$ cat src/rtl/btn_conditioner.sv
`default_nettype none
// ============================================================================
// Module   : btn_conditioner
// Purpose  : Five-button conditioner. Two-flop synchronizer, per-bit
//            debounce, registered level/press/release outputs.
//            Optional per-bit auto-repeat of press pulses, built only when
//            the macro BTN_AUTOREPEAT_EN is defined (bits selected by
//            REPEAT_MASK).
// Revision : 1.0  initial release
// ============================================================================
module btn_conditioner #(
  parameter int unsigned DEBOUNCE_CYCLES = 500000,
  parameter int unsigned REPEAT_DELAY    = 50000000,
  parameter int unsigned REPEAT_PERIOD   = 12500000,
  parameter logic [4:0]  REPEAT_MASK     = 5'b10010
) (
  input  logic       clk,
  input  logic       reset,
  input  logic [4:0] btn_raw,
  output logic [4:0] btn_level,
  output logic [4:0] btn_press,
  output logic [4:0] btn_release
);

  // Debounce counter only has to reach DEBOUNCE_CYCLES-1.
  localparam int DW = (DEBOUNCE_CYCLES > 1) ? $clog2(DEBOUNCE_CYCLES) : 1;
  localparam logic [DW-1:0] DB_LAST = DW'(DEBOUNCE_CYCLES - 1);

`ifdef BTN_AUTOREPEAT_EN
  localparam int unsigned RMAX = (REPEAT_DELAY > REPEAT_PERIOD) ? REPEAT_DELAY : REPEAT_PERIOD;
  localparam int RW = (RMAX > 1) ? $clog2(RMAX) : 1;
  localparam logic [RW-1:0] RD_LAST = RW'(REPEAT_DELAY - 1);
  localparam logic [RW-1:0] RP_LAST = RW'(REPEAT_PERIOD - 1);

  typedef enum logic [1:0] {
    IDLE  = 2'd0,
    DELAY = 2'd1,
    RPT   = 2'd2
  } rep_state_t;
`endif

  logic [4:0] s1;
  logic [4:0] s2;

  // Two-flop synchronizer for the asynchronous button inputs.
  always_ff @(posedge clk or posedge reset) begin
    if (reset) begin
      s1 <= '0;
      s2 <= '0;
    end else begin
      s1 <= btn_raw;
      s2 <= s1;
    end
  end

  for (genvar i = 0; i < 5; i++) begin : g_bit
    logic [DW-1:0] db_cnt;
    logic          level_q;
    logic          press_q;
    logic          release_q;
    logic          accept;
    logic          rise;
    logic          fall;
    logic          repeat_pulse;

    // A change is accepted on the DEBOUNCE_CYCLES-th consecutive mismatch.
    assign accept = (s2[i] != level_q) && (db_cnt == DB_LAST);
    assign rise   = accept & s2[i];
    assign fall   = accept & ~s2[i];

    // Debounce counter and registered level/pulse outputs.
    always_ff @(posedge clk or posedge reset) begin
      if (reset) begin
        db_cnt    <= '0;
        level_q   <= 1'b0;
        press_q   <= 1'b0;
        release_q <= 1'b0;
      end else begin
        if (s2[i] == level_q) begin
          db_cnt <= '0;
        end else if (db_cnt == DB_LAST) begin
          db_cnt  <= '0;
          level_q <= s2[i];
        end else begin
          db_cnt <= db_cnt + DW'(1);
        end
        press_q   <= rise | repeat_pulse;
        release_q <= fall;
      end
    end

    assign btn_level[i]   = level_q;
    assign btn_press[i]   = press_q;
    assign btn_release[i] = release_q;

`ifdef BTN_AUTOREPEAT_EN
    if (REPEAT_MASK[i]) begin : g_rep
      rep_state_t    state;
      rep_state_t    state_nxt;
      logic [RW-1:0] rcnt;
      logic [RW-1:0] rcnt_nxt;
      logic          due;

      // Repeat FSM state and interval counter.
      always_ff @(posedge clk or posedge reset) begin
        if (reset) begin
          state <= IDLE;
          rcnt  <= '0;
        end else begin
          state <= state_nxt;
          rcnt  <= rcnt_nxt;
        end
      end

      // Next state; an accepted release wins over a due repeat pulse.
      always_comb begin
        state_nxt = state;
        rcnt_nxt  = rcnt;
        due       = 1'b0;
        case (state)
          IDLE: begin
            if (rise) begin
              state_nxt = DELAY;
              rcnt_nxt  = '0;
            end
          end
          DELAY: begin
            if (fall) begin
              state_nxt = IDLE;
              rcnt_nxt  = '0;
            end else if (rcnt == RD_LAST) begin
              due       = 1'b1;
              state_nxt = RPT;
              rcnt_nxt  = '0;
            end else begin
              rcnt_nxt = rcnt + RW'(1);
            end
          end
          RPT: begin
            if (fall) begin
              state_nxt = IDLE;
              rcnt_nxt  = '0;
            end else if (rcnt == RP_LAST) begin
              due      = 1'b1;
              rcnt_nxt = '0;
            end else begin
              rcnt_nxt = rcnt + RW'(1);
            end
          end
          default: begin
            state_nxt = IDLE;
            rcnt_nxt  = '0;
          end
        endcase
      end

      assign repeat_pulse = due;
    end else begin : g_norep
      assign repeat_pulse = 1'b0;
    end
`else
    assign repeat_pulse = 1'b0;
`endif
  end

endmodule
`default_nettype wire
$ cat config.mk
export PLATFORM = sky130hd
export DESIGN_NAME = btn_conditioner
export DESIGN_NICKNAME = d
export VERILOG_FILES = /design/src/rtl/btn_conditioner.sv
export SDC_FILE = /design/constraint.sdc
export NUM_CORES = 1
export LEC_CHECK = 0
export CAP_MARGIN = 20
export CORE_UTILIZATION = 35
export CTS_CLUSTER_SIZE = 28
export DETAILED_ROUTE_END_ITERATION = 7
export HOLD_SLACK_MARGIN = 0.05
export PLACE_DENSITY_LB_ADDON = 0.15
export SLEW_MARGIN = 25
export SYNTH_ARGS = -nofsm -noshare
export SYNTH_HDL_FRONTEND = slang
export SYNTH_SLANG_ARGS = --single-unit
$ cat constraint.sdc
create_clock -name clk -period 4.6 [get_ports clk]
set_input_delay 0.46 -clock clk [delete_from_list [all_inputs] [get_ports clk]]
set_output_delay 0.46 -clock clk [all_outputs]
set_load 0.005 [all_outputs]
==> impl_results.md <==
- Clock tree buffer depth: 2
- Final WL: 11,020 um
- Nets: approximately 580
- Distinct cells, synth: 50
- Unrepaired setup endpoints after global routing: no
- Worst Hold Slack: 0.3462 ns
- CTS tree: done
- Clk root buf: clkbuf_16
- Clk pin slew, worst setup/hold paths: 0.05 ns
- Largest net degree at the start of global routing: 78
- Max-slew headroom: 0.5124
- Synthesized area per cell: ~10 um2
- Ratio of cells with drive above 1 in the final layout: 0.08966
- Critical path peak fanout: 17
- GR Util All Layers: 0.1488
- I/O Buffers: 21
- Commonest non-fill, non-tap cells in the layout: dfrtp_1, nor2_1, xnor2_1
- Min Clock Period, post-route: 2.126 ns
- Lkg Pwr: between 2 and 3 nW
- GRT overflow: 0
- Yosys warnings: 0
- # Post-CTS Setup Buffers: 0
- Sequential share of the synthesized area: 0.5184
- Largest family of logic cells by synthesized area: simple AND/OR/NAND/NOR gates
- Worst slack, placed: 2.452 ns
- Crit end category: flop
- Status: finished, final reports clean
- Die width: 130.7 um
- Per-cell routed wire length: around 14 um
- Post-synthesis compound-gate area fraction: 0.04125
- Worst Clk Skew: 0.008599 ns
- TritonRoute pass-1 iters: 5
- Syn_nets: ~560
- Final hold viol count: 0
- Antenna violation net count after detailed routing: 0
- Slowest CP cell: o31ai_4
- Seq cells post-synth: 120
- Final WS setup: 2.474 ns
- HP Class: flop to flop
- Slowest stage delay, CP: 0.68 ns
- DRC Markers: 0
- 1st-iter DRT viols: 177
- Power per cell area: 389.8 mW/mm2
- Clk_lat worst skew: 0.41 ns
- Worst EP arrival: 2.39 ns
- Slew @ Worst Pin: 0.7309 ns
- Final HPWL DP: between 7000 and 8000 um
- Critical path, cell by cell: ha_1, and4_1, nand4_4, o31ai_4, nor2_1
- ANT cells: 0
- Avg Vias per Cell: roughly 5.1
- Setup TNS: 0 ns
- GPL Wtd Cong: 0.7767
- IR drop worst, VDD: 0.2399 mV
- CP required: roughly 4.9 ns
- Initial Util: 0.3621
- Die height: between 100 and 150 um
- First-pass GRT wire length: slightly below 20,000 um
- CTS buffer count: 17
- Crit path kind: flop to flop
- Vias: 4,074
- Final core utilization: 0.4245
- H-tree Lvls: 4
- Most common cell after layout, fill and taps aside: dfrtp_1
- Cts repair resizes: 0
- Vias in the first global route: 4,035
- Synth Area in Simple Gates: 0.2680
- Fraction of synthesized area in multiplexers: 0.01210
- Area Overhead vs Synth: 17.26%
- Fill cells: 1,565
- WP buf/inv: 0
- Cts hold-fix bufs: 0
- Mapped cell area: 0.005793 mm2
- Synth Area in XOR/XNOR: 0.1119
- Final Slew Violations: 0
- Cells after synthesis: 552
- Cell Rows: 46
- Initial antenna violation count: 0
- Final Cycle Share: 0.4621
- Fmax: between 0.4 and 0.5 GHz
- Final setup fails: 0
- Area share of fa/ha/maj cells after synthesis: 0.01080
- Ports: 22
- CTS Sinks: between 100 and 150
- Core area: 0.01600 mm2
- Die area: roughly 0.017 mm2
- # Max-Cap Violations: 0
- Critical path's top delay family: compound AO/OA/AOI/OAI gates
- Startpoint type of the worst setup path: flop
## flip-flops by register name (all words and copies together), names as in the netlist
name             cells
g_bit.db_cnt        95
g_bit.level_q        5
g_bit.press_q        5
g_bit.release_q      5
s1                   5
s2                   5
## metal layers
layer | track usage | vias up | part of all wire
li1 | - | 1995 | -
met1 | 0.2043 | 1998 | 0.51
met2 | 0.2185 | 62 | 0.43
met3 | 0.04520 | 19 | 0.041
met4 | 0.06085 | 0 | 0.017
met5 | 0 | - | 0
## final timing paths
check | from | end | slack, ns | cells after the start
max | g_bit[4].db_cnt[0] | g_bit[4].db_cnt[3] | 2.47 | 5
min | s1[1] | s2[1] | 0.35 | 0
max reg2reg | g_bit[4].db_cnt[0] | g_bit[4].db_cnt[3] | 2.47 | 5
min reg2reg | s1[1] | s2[1] | 0.35 | 0
max in group asynchronous | reset | g_bit[1].db_cnt[7] | 3.26 | 3
min in group asynchronous | reset | g_bit[0].db_cnt[7] | 0.53 | 2
## layout make-up
class                      count  area [um2]  area share
tap                          216       270.3     0.03979
clock buffer                  25       515.5     0.07589
clock inverter                 7       160.2     0.02358
inverter                      10       42.54    0.006263
timing repair buffer          23       225.2     0.03316
multi-input combinational    395        2576      0.3793
sequential                   120        3003      0.4421
## power breakdown
group | internal, mW | switching, mW | total, mW
Combinational | 0.0190 | 0.0428 | 0.0618
Sequential | 1.07 | 0.0166 | 1.09
Clock | 1.05 | 0.451 | 1.50
Total | 2.14 | 0.511 | 2.65
## through the flow
step           area (um2)  instances  power, mW
2_1_floorplan        5793        552      1.147
3_3_place_gp         6111        764      1.169
3_5_place_dp         6115        764      1.171
4_1_cts              6790        796      2.688
5_1_grt              6793        796      2.754
6_report             6793        796      2.648
## cell families (layout without fill, tap and decap cells)
group,count (synthesis),in the layout
fa+ha+maj,5,5
compound gates,37,37
mux,6,6
buf+inv,37,65
xor+xnor,74,74
simple gates,273,273
flops,120,120
## cell usage after synthesis, drive strengths merged
master  instances  area, um2
a211oi          1      7.510
a21oi          16      80.08
and2            5      31.28
and3           13      81.33
and4            8      72.57
and4bb          1      12.51
buf            25      171.4
clkbuf          2      8.750
dfrtp         120       3003
ha              5      62.56
inv            10      37.54
mux2            5      60.05
mux2i           1      10.01
nand2          21      81.33
nand2b          2      12.51
nand3          30      150.1
nand4          39      286.5
nand4b          2      17.52
nor2           80      300.3
nor3           12      60.06
nor3b          13      97.59
nor4           18      125.1
nor4b           2      17.52
nor4bb          5      50.05
o21ai          10      57.55
o21bai          1      11.26
o31ai           8      73.82
o41ai           1      8.760
or2             6      37.54
or3             7      48.80
or4             8      60.06
or4b            1      10.01
xnor2          45      394.1
xor2           29      254.0
(Power assumes the default switching activity.)
